$ cat src/rtl/hazard_stall_unit.sv
// Hazard and stall control for the 5-stage LC-3b pipeline: freezes on cache waits,
// inserts load-use bubbles, squashes on taken branches and counts each event.
module hazard_stall_unit #(
  parameter int CNT_W = 16
) (
  input  logic             clk,
  input  logic             reset,
  input  logic [2:0]       IF_ID_sr1,
  input  logic [2:0]       IF_ID_sr2,
  input  logic             IF_ID_uses_sr1,
  input  logic             IF_ID_uses_sr2,
  input  logic             ID_EX_mem_read,
  input  logic             ID_EX_write,
  input  logic [2:0]       ID_EX_dest,
  input  logic             icache_read,
  input  logic             icache_resp,
  input  logic             dcache_read,
  input  logic             dcache_write,
  input  logic             dcache_resp,
  input  logic             branch_taken,
  output logic             pc_load,
  output logic             IF_ID_load,
  output logic             ID_EX_load,
  output logic             EX_MEM_load,
  output logic             MEM_WB_load,
  output logic             IF_ID_flush,
  output logic             ID_EX_flush,
  output logic             EX_MEM_flush,
  output logic [1:0]       state_o,
  output logic [CNT_W-1:0] stall_cycles,
  output logic [CNT_W-1:0] bubble_count,
  output logic [CNT_W-1:0] flush_count
);

  typedef enum logic [1:0] {
    RUN      = 2'd0,
    DSTALL   = 2'd1,
    BR_DRAIN = 2'd2
  } state_t;

  state_t state;

  logic dwait, iwait, lu;
  logic freeze, squash, bubble;

  function automatic logic [CNT_W-1:0] sat_inc(input logic [CNT_W-1:0] v, input logic en);
    sat_inc = (en && (v != {CNT_W{1'b1}})) ? v + CNT_W'(1) : v;
  endfunction

  assign dwait  = (dcache_read | dcache_write) & ~dcache_resp;
  assign iwait  = icache_read & ~icache_resp;
  assign lu     = ID_EX_mem_read & ID_EX_write &
                  ((IF_ID_uses_sr1 & (IF_ID_sr1 == ID_EX_dest)) |
                   (IF_ID_uses_sr2 & (IF_ID_sr2 == ID_EX_dest)));

  // The branch input stays high while frozen, so the squash simply fires once the freeze lifts.
  assign freeze = dwait | (branch_taken & iwait);
  assign squash = ~freeze & branch_taken;
  assign bubble = ~freeze & ~branch_taken & lu;

  always_comb begin
    pc_load      = 1'b1;
    IF_ID_load   = 1'b1;
    ID_EX_load   = 1'b1;
    EX_MEM_load  = 1'b1;
    MEM_WB_load  = 1'b1;
    IF_ID_flush  = 1'b0;
    ID_EX_flush  = 1'b0;
    EX_MEM_flush = 1'b0;
    if (freeze) begin
      pc_load     = 1'b0;
      IF_ID_load  = 1'b0;
      ID_EX_load  = 1'b0;
      EX_MEM_load = 1'b0;
      MEM_WB_load = 1'b0;
    end else if (squash) begin
      IF_ID_flush  = 1'b1;
      ID_EX_flush  = 1'b1;
      EX_MEM_flush = 1'b1;
    end else if (lu) begin
      pc_load     = 1'b0;
      IF_ID_load  = 1'b0;
      ID_EX_flush = 1'b1;
    end else if (iwait) begin
      pc_load     = 1'b0;
      IF_ID_flush = 1'b1;
    end
  end

  always_ff @(posedge clk) begin
    if (reset) begin
      state        <= RUN;
      stall_cycles <= '0;
      bubble_count <= '0;
      flush_count  <= '0;
    end else begin
      stall_cycles <= sat_inc(stall_cycles, freeze);
      bubble_count <= sat_inc(bubble_count, bubble);
      flush_count  <= sat_inc(flush_count, squash);
      case (state)
        RUN: begin
          if (dwait)                     state <= DSTALL;
          else if (branch_taken & iwait) state <= BR_DRAIN;
        end
        DSTALL: begin
          if (dcache_resp) state <= (branch_taken & iwait) ? BR_DRAIN : RUN;
        end
        BR_DRAIN: begin
          if (icache_resp) state <= RUN;
        end
        default: state <= RUN;
      endcase
    end
  end

  assign state_o = state;

endmodule
$ cat config.mk
export PLATFORM = sky130hd
export DESIGN_NAME = hazard_stall_unit
export DESIGN_NICKNAME = d
export VERILOG_FILES = /design/src/rtl/hazard_stall_unit.sv
export SDC_FILE = /design/constraint.sdc
export NUM_CORES = 1
export LEC_CHECK = 0
export ABC_AREA = 1
export ABC_CLOCK_PERIOD_IN_PS = 1400
export CORE_MARGIN = 5
export CORE_UTILIZATION = 25
export DETAILED_ROUTE_END_ITERATION = 10
export PLACE_DENSITY = 0.45
export SLEW_MARGIN = 30
export SYNTH_ARGS = -nofsm -noshare
export SYNTH_HDL_FRONTEND = slang
export SYNTH_SLANG_ARGS = --single-unit
$ cat constraint.sdc
create_clock -name clk -period 1.4 [get_ports clk]
set_input_delay 0.28 -clock clk [delete_from_list [all_inputs] [get_ports clk]]
set_output_delay 0.28 -clock clk [all_outputs]
set_load 0.005 [all_outputs]
---- Word level (Yosys, flattened, before mapping) ----
Index checks and enable logic that the tools add are counted.
word-level totals
  flip-flop bits (word level) ............. 50
  bits of input ports ..................... 21
  output and inout bits ................... 58
  word-level logic and storage cells ...... 62
cells by class
  add/sub/neg operators ................... 3
  eq/ne operators ......................... 10
  muxes and demuxes ....................... 23
  bitwise gates (word level) .............. 17
  reductions and logical operators ........ 5
operator list
  cell                                           count
  adder 16 x 1 -> 16 bit, second input constant  3
  != test 16 bit, second input constant          3
  2-to-1 mux 1 bit                               17
  AND 1 bit                                      10
  2-to-1 mux 2 bit                               5
  == test 3 bit                                  2
  case mux 2 bit (3 select lines)                1
  != test 2 bit, second input constant           2
  inverter 1 bit                                 4
  logical AND 1 bit                              3
  != test 3 bit, second input constant           1
  OR 1 bit                                       3
  AND reduction 3 bit                            1
  == test 2 x 1 -> 1 bit, second input constant  1
  == test 2 bit, second input constant           1
  logical NOT 2 bit                              1

---- Logic depth before layout (Yosys ltp) ----
Gate-level depths: netlist of the first run.
  word-level depth ........................ 8
  mapped depth ............................ 12
  mapped depth without buffers ............ 11

---- Least setup slack after synthesis of the first run ----
OpenSTA, ideal clock, no wires.
  kind .................................... reg2reg
  start ................................... reg flush_count[0]
  end ..................................... reg flush_count[7]
  setup time .............................. 0.066 ns
  arrival time ............................ 1.450 ns
  required time ........................... 1.334 ns
  slack ................................... -0.116 ns
  stages on the path, launching flop included .. 13
  buffers on the path ..................... 1
  period minus slack after synthesis ...... 1.516 ns
  cell sequence ........................... dfxtp_1 -> ha_1 -> nand3_2 -> inv_2 -> nand2_1 -> inv_1 -> nand3_2 -> nand2_4 -> inv_2 -> buf_6 -> nand3_2 -> nand2_2 -> a21oi_2
on the way
  word-level cells in the longest chain between the ends .. 2
  elaborated cells between the ends (all ways) .. 3
  those cells by class .................... add/sub: 1; eq/ne: 1; reduce/logical: 1
RTL lines
  item                                                            RTL line  RTL
  from (decl)                                                     32        output logic [CNT_W-1:0] flush_count
  from (signal assigned)                                          99        flush_count <= sat_inc(flush_count, squash);
  branches (longest 2 deep; another with adder 16 x 1 -> 16 bit)  --
Parallel ways; which one is timed is not known.
A chain may end at the register's enable or synchronous reset.

---- Final worst setup path of the first run ----
  start ................................... reg flush_count[0]
  end ..................................... reg flush_count[5]
Same word-level chain as after synthesis.

==> results.toml, run 1 <==
[synth]
yosysSeqAreaShare_pct = 33.2
synthesis.nets = 506
ys_seq_elements = 50
synth.avg_cell_area_um2 = 6.25
synth_cells = 482
yosysWarnings = 0
syn_area_um2 = 3010
synth_cell_types = 32

[detailed_routing]
vias = 3652
drtPass1Iterations = 4
post_drt_wl_per_cell_um = 12.1
drc = 0
wl_met3_um = 388
top_layer = "met4"
met1Wirelength_um = 4500
route.antenna.remaining_nets = 0
drt-initial-drc-count = 145
via_per_inst = 4.41
wl_met2_um = 4990
finalWirelength_um = 10000

[finish]
area_delta_synth_final_pct = 86.8
final_nets = 704
layout_commonest_cell = "nand2_1"
num_antenna_cells = 0
final_cell_mix = "115 x nand2_1, 104 x buf_4, 68 x nor2_1"
layout-drive-gt1-share_pct = 47.6

[setup_path]
critPathLaunchType = "flop"
critPathKind = "flop to flop"
worstSetupEndpointType = "flop"
cp.arrival_ps = 1740
crit_required_ps = 1620
path_max_fanout = 11

[grt]
grt_max_degree = 18
grt_overflow = 0
grt_pass1_vias = 3574
antenna_found_initial = 0
grtUsageTotal_pct = 13.7
grt_pass1_wl_um = 16400

[timing]
drv_slew = 0
worst_pin_slew_ps = 324
max_freq_ghz = 0.659
worst_slack_ps = -118
min_period_ps = 1520
maxSlewHeadroom_pct = 78.2
finalHoldViolCount = 0
setup_viol = 37
min_period_over_period_pct = 108
tns_ps = -2300
rsz0062_at_grt = "yes"
clock_skew_ps = 9.25

[power_and_ir_drop]
internal_power_mw = 2.58
clkPwrFrac_pct = 40.4
p_total_mw = 3.43
netSwitchingFraction_pct = 24.8
share_seq_of_total_power_pct = 42.2
leakagePower_nw = 2.59
switching_power_mw = 0.849
combPwrFrac_pct = 17.5
ir_worst_vdd_uv = 605
cellPowerDensity_nw_per_um2 = 609

[clock_network]
cts_tree = "done"
clock_latency_ps = 300
cts_htree_levels = 2
cts.sinks = 50
cts_hold_buf = 0
numCtsBuffers = 5
clock-root-buffer = "clkbuf_16"
clockBufferDepth = 2
clk_pin_slew_ps = 60

[hold_path]
hold_class = "flop to flop"

[die]
die-area_um2 = 14300
fp.dieH_um = 120
die_w_um = 120
core_um2 = 11900
ioPinCount = 79
num_rows = 40
initial_utilization_pct = 25.3

[outcome]
status = "finished with violations"
violations = "setup timing"

[placement]
io_buffers = 78
routabilityCongestion = 0.801
hpwlAfterDp_um = 7120

[job]
maxCapViolations = 0
-- flip-flops by register name, indices dropped and copies added, names as in the netlist --
name	cells
bubble_count	16
flush_count	16
stall_cycles	16
state_o	2
-- metal layers --
layer | track usage (%) | vias to the layer above
met5 | 0 | -
met4 | 3.87 | 0
met3 | 2.97 | 12
met2 | 23.5 | 61
met1 | 17.3 | 1674
li1 | - | 1905
-- final timing paths --
path	startpoint	end	slack [ps]	cells past startpoint
worst max register to register	flush_count[0]	flush_count[5]	-120	13
worst min-delay path	state_o[1]	state_o[1]	490	2
worst max-delay path	flush_count[0]	flush_count[5]	-120	13
worst min register to register	state_o[1]	state_o[1]	490	2
-- Yosys cell counts --
library cell | n | area, um2
nand4_1 | 10 | 62.6
buf_6 | 5 | 56.3
and2_1 | 1 | 6.26
buf_4 | 2 | 15.0
a21oi_2 | 1 | 8.76
clkbuf_1 | 3 | 11.3
inv_1 | 52 | 195
a211oi_1 | 1 | 7.51
ha_1 | 3 | 37.5
buf_2 | 2 | 10.0
inv_2 | 4 | 15.0
nand2_2 | 2 | 12.5
nor3b_1 | 2 | 15.0
nor3_2 | 2 | 20.0
nand2_4 | 2 | 22.5
o2111ai_1 | 1 | 8.76
nor2_1 | 97 | 364
dfxtp_1 | 50 | 1000
xor2_1 | 7 | 61.3
nor2_2 | 3 | 18.8
o21ai_0 | 10 | 50.1
a21oi_1 | 24 | 120
nor2_8 | 1 | 20.0
nand2_1 | 144 | 541
clkinv_1 | 1 | 3.75
buf_1 | 1 | 3.75
nand3_2 | 5 | 50.1
xnor2_1 | 4 | 35.0
nand3b_1 | 3 | 22.5
nor3_1 | 13 | 65.1
o21ai_4 | 2 | 32.5
nand3_1 | 24 | 120
-- cell type report --
| class | instances | area (um2) |
|---|---|---|
| repair buffers | 203 | 1750 |
| multi-input cells | 362 | 2200 |
| well taps | 147 | 184 |
| clock inverters | 3 | 40.0 |
| flip-flops and latches | 50 | 1060 |
| repair inverters | 1 | 11.3 |
| clock buffers | 5 | 125 |
| inverters | 57 | 255 |
| fillers | 1221 | 6280 |
-- critical path, stage by stage (launching register included) --
cell	delay, ps
dfxtp_2	330
buf_6	100
ha_4	140
nand3_4	80
inv_2	70
nand2_4	60
inv_4	60
nand3_4	90
nand2_8	130
buf_6	130
inv_8	50
nand3_2	50
nand2_1	50
a21oi_1	100
-- power by group through the flow --
stage	registers (mW)	clock network [mW]	logic [mW]
finish	1.45	1.38	0.599
global route	1.45	1.50	0.659
floorplan	1.49	0	0.197
detailed placement	1.49	0	0.469
CTS	1.45	1.45	0.512
global placement	1.49	0	0.466
-- per-stage QoR --
stage               instance area [um2]  hold slack [ps]  instances  util [%]  setup WS (ps)
global placement                   4670              502        786      39.2           -759
detailed placement                 4670              507        786      39.2           -800
global route                       5630              521        828      47.3           -222
finish                             5630              493        828      47.3           -118
floorplan                          3060              450        482         -          -11.5
CTS                                5150              495        819      43.2           -161
-- kinds of logic after synthesis --
group | count (synthesis) | share of synthesized area (%)
AOI/OAI and AO/OA | 39 | 7.56
xor gates and xnor gates | 11 | 3.20
adders and majority gates | 3 | 1.25
buffers and inverters | 70 | 10.3
DFF | 50 | 33.2
and+or+nand+nor | 309 | 44.5
-- what timing repair did --
item	CTS	global route
pin swaps	43	66
gates cloned	1	1
buffers inserted	24	8
endpoints found under the setup margin	106	56
gates resized for setup	237	129
No activity file was read; power rests on OpenSTA's default activity.
==> inputs of run 2 (changes only) <==
- CORE_UTILIZATION: 25 -> 37
- CTS_BUF_LIST: unset -> sky130_fd_sc_hd__clkbuf_8
- PLACE_DENSITY: 0.45 -> 0.63
==> results.toml, run 2 (synthesized netlist as in run 1, its figures left out) <==
[setup_path]
path_max_fanout = 6
cp.arrival_ps = 1730
worstSetupEndpointType = "flop"
crit_required_ps = 1640
critPathKind = "flop to flop"
critPathLaunchType = "flop"
r2r_slack_ps = -90

[clock_network]
cts.sinks = 50
cts_tree = "done"
numCtsBuffers = 5
clk_pin_slew_ps = 100
cts_hold_buf = 0
clockBufferDepth = 2
clock-root-buffer = "clkbuf_8"
clock_latency_ps = 300
cts_htree_levels = 2

[detailed_routing]
via_per_inst = 4.69
drc = 0
post_drt_wl_per_cell_um = 12.8
drt-initial-drc-count = 87
drtPass1Iterations = 5
vias = 3722
route.antenna.remaining_nets = 0
finalWirelength_um = 10200

[job]
maxCapViolations = 0

[placement]
io_buffers = 78
hpwlAfterDp_um = 6810
routabilityCongestion = 0.871
placed_area_um2 = 4600

[finish]
final_nets = 711
final_area_um2 = 5510
fin_util_pct = 68.1
reg_top3 = "bubble_count: 16 flops, flush_count: 16 flops, stall_cycles: 16 flops"
layout-drive-gt1-share_pct = 50.1
area_delta_synth_final_pct = 83.0
final_cell_mix = "117 x nand2_1, 114 x buf_4, 77 x nor2_1"
num_antenna_cells = 0
layout_commonest_cell = "nand2_1"

[timing]
drv_slew = 0
min_period_over_period_pct = 107
max_freq_ghz = 0.670
worst_slack_ps = -91.8
maxSlewHeadroom_pct = 75.8
worst_pin_slew_ps = 361
whs_ps = 434
setup_viol = 31
clock_skew_ps = 5.85
finalHoldViolCount = 0
min_period_ps = 1490
rsz0062_at_grt = "yes"

[grt]
grt_pass1_vias = 3710
grt_pass1_wl_um = 16100
grt_max_degree = 18
grt_overflow = 0
grtUsageTotal_pct = 19.2
antenna_found_initial = 0

[die]
die_w_um = 100
die-area_um2 = 10000
initial_utilization_pct = 37.2
ioPinCount = 79
core_um2 = 8090
fp.dieH_um = 100
num_rows = 33

[outcome]
violations = "setup timing"
status = "finished with violations"

[power_and_ir_drop]
leakagePower_nw = 2.63
cellPowerDensity_nw_per_um2 = 563
ir_worst_vdd_uv = 349

[hold_path]
hold_class = "input port to flop"
-- run 2: changes by cell type in the layout (fill, tap and decap cells not counted), moves of 6 or more --
cell and change:
dfxtp_1 -11, dfxtp_2 +11, nor2_1 +9, buf_4 +10, clkbuf_8 +6
-- run 2: cell type report --
type | instances | area (um2)
sequential | 50 | 1070
inverter | 57 | 238
clock inverter | 2 | 33.8
multi-input combinational | 362 | 2200
timing repair buffer | 211 | 1750
fill | 739 | 2580
clock buffer | 6 | 82.6
tap | 105 | 131
-- run 2: critical path: stages (launching register included) --
cell      delay, ps
dfxtp_4         380
ha_4            150
nand2_4          60
nor2_4          120
nand4_1         120
buf_6           160
buf_4           130
nand3b_1         70
nor2_1           50
nand2_1          50
nand2_1          50
nor2_1           80
-- run 2: power by group --
group	internal, mW	leakage, nW	switching (mW)	total, mW
sequential	1.43	0.428	0.0149	1.44
clock	0.577	0.0626	0.503	1.08
combinational	0.298	2.14	0.283	0.582
total	2.30	2.63	0.801	3.11
-- run 2: final timing paths --
path	start	end	cells past startpoint
worst min-delay path	dcache_resp	state_o[0]	5
worst min register to register	state_o[1]	state_o[1]	2
worst max register to register	bubble_count[1]	bubble_count[8]	11
worst max-delay path	bubble_count[1]	bubble_count[8]	11
-- run 2: per-stage QoR --
| stage | instances | setup slack [ps] | setup TNS [ps] | total power, mW |
|---|---|---|---|---|
| 6_report | 793 | -91.8 | -1080 | 3.11 |
| 5_1_grt | 793 | -210 | -5320 | 3.26 |
| 4_1_cts | 786 | -77.3 | -711 | 3.08 |
| 3_5_place_dp | 745 | -805 | -30450 | 1.95 |
| 2_1_floorplan | 482 | -11.5 | -23.0 | 1.69 |
| 3_3_place_gp | 745 | -742 | -28420 | 1.94 |
-- run 2: per-layer routing --
layer  GRT usage (%)  part of all wire (%)  up-vias
li1                -                     -     1915
met1            22.7                    41     1693
met2            35.5                    53       89
met3            3.20                   3.7       25
met4            5.60                   2.1        0
met5               0                     0        -
-- run 2: repair_timing --
| action | in CTS | in global routing |
|---|---|---|
| pin swaps | 58 | 58 |
| resized for setup | 280 | 95 |
| gates cloned | 1 | 0 |
| setup buffers | 35 | 8 |
| setup endpoints to repair | 106 | 59 |
==> inputs of run 3 (changes only) <==
- SKIP_LAST_GASP: unset -> 1
==> results.toml, run 3 (synthesized netlist as in run 1, its figures left out) <==
[die]
die_w_um = 100
initial_utilization_pct = 37.2
ioPinCount = 79
core_um2 = 8090
num_rows = 33
fp.dieH_um = 100
die-area_um2 = 10000

[setup_path]
path_max_fanout = 6
critPathKind = "flop to flop"
rr_worst_depth = 11
r2r_end = "flush_count[1]"
critPathLaunchType = "flop"
r2r_slack_ps = -110
rr_startpoint = "flush_count[1]"
crit_required_ps = 1630
worstSetupEndpointType = "flop"
cp.arrival_ps = 1740

[timing]
rsz0062_at_grt = "yes"
min_period_over_period_pct = 108
setup_viol = 31
worst_pin_slew_ps = 285
tns_ps = -1540
finalHoldViolCount = 0
clock_skew_ps = 4.29
whs_ps = 434
max_freq_ghz = 0.662
worst_slack_ps = -111
min_period_ps = 1510
drv_slew = 0
maxSlewHeadroom_pct = 81.0

[clock_network]
cts.sinks = 50
cts_tree = "done"
numCtsBuffers = 5
clk_pin_slew_ps = 90
cts_htree_levels = 2
clock-root-buffer = "clkbuf_8"
clock_latency_ps = 300
cts_hold_buf = 0
clockBufferDepth = 2

[finish]
layout_commonest_cell = "buf_4"
final_nets = 714
num_antenna_cells = 0
final_cells = 796
layout-drive-gt1-share_pct = 51.2
reg_top3 = "bubble_count: 16 flops, flush_count: 16 flops, stall_cycles: 16 flops"
area_delta_synth_final_pct = 85.8
fill_cells = 712
final_cell_mix = "115 x buf_4, 110 x nand2_1, 79 x nor2_1"

[detailed_routing]
drt-initial-drc-count = 95
post_drt_wl_per_cell_um = 12.8
drc = 0
drtPass1Iterations = 4
vias = 3740
via_per_inst = 4.70
finalWirelength_um = 10200
route.antenna.remaining_nets = 0

[grt]
grt_overflow = 0
grt_pass1_wl_um = 16000
antenna_found_initial = 0
grt_max_degree = 18
grtUsageTotal_pct = 19.1
grt_pass1_vias = 3691

[power_and_ir_drop]
p_total_mw = 3.11
leakagePower_nw = 2.69
ir_worst_vdd_uv = 346
cellPowerDensity_nw_per_um2 = 556

[hold_path]
min_from = "dcache_resp"
holdPathStages = 5
hold_path_end = "state_o[0]"
hold_class = "input port to flop"

[placement]
hpwlAfterDp_um = 6810
routabilityCongestion = 0.871
dp_cells = 745
io_buffers = 78

[outcome]
violations = "setup timing"
status = "finished with violations"

[job]
maxCapViolations = 0
run 3: cell types whose count changed in the layout (fill, tap and decap cells not counted), sizes merged:
cell / delta
buf: +2
clkinv: +1
run 3: critical path, cell delays in order, from the launching register on:
cell and delay (ps):
dfxtp_2 340, buf_6 90, ha_4 130, nand3_4 60
inv_2 70, nand2_4 60, inv_4 70, nand3_4 90
nand2_8 150, buf_16 140, nor2_1 50, a211oi_2 170
run 3: worst max-delay path by stage:
stage	start	to	slack, ps
2_1_floorplan	stall_cycles[1]	stall_cycles[11]	-10
4_1_cts	flush_count[1]	flush_count[1]	-80
6_report	flush_count[1]	flush_count[1]	-110
3_5_place_dp	ID_EX_dest[1]	IF_ID_flush	-800
5_1_grt	flush_count[1]	flush_count[1]	-210
3_3_place_gp	ID_EX_dest[1]	ID_EX_flush	-740
run 3: area by class of cell:
type                    count  area, um2  area share (%)
multi-input cells         362       2260            40.4
repair buffers            213       1760            31.5
flip-flops and latches     50       1070            19.2
repair inverters            1       11.3           0.201
clock buffers               6       82.6            1.48
inverters                  57        243            4.34
well taps                 105        131            2.35
clock inverters             2       33.8           0.604
run 3: where the power goes:
group / internal (mW) / switching, mW
Combinational: 0.300 / 0.290
Sequential: 1.43 / 0.0152
Clock: 0.577 / 0.499
run 3: timing repair:
action                                  4_1_cts  5_1_grt
pin swaps                                    57       69
endpoints found under the setup margin      106       59
setup buffers                                35       10
gates resized for setup                     267      123
gates cloned                                  1        1
run 3: metal layers:
layer | GRT usage, % | wire, um | vias to the layer above | share of wire [%]
li1 | - | - | 1918 | -
met1 | 22.8 | 4160 | 1713 | 41
met2 | 35.2 | 5430 | 89 | 53
met3 | 3.13 | 414 | 20 | 4.1
met4 | 4.66 | 198 | 0 | 1.9
met5 | 0 | 0 | - | 0
run 3: stage by stage:
stage               worst slack, ps  cell area (um2)  util, %
floorplan                     -11.5             3060        -
global placement               -742             4600     56.8
detailed placement             -805             4600     56.8
CTS                           -81.6             5180     64.0
global route                   -212             5600     69.2
finish                         -111             5600     69.2
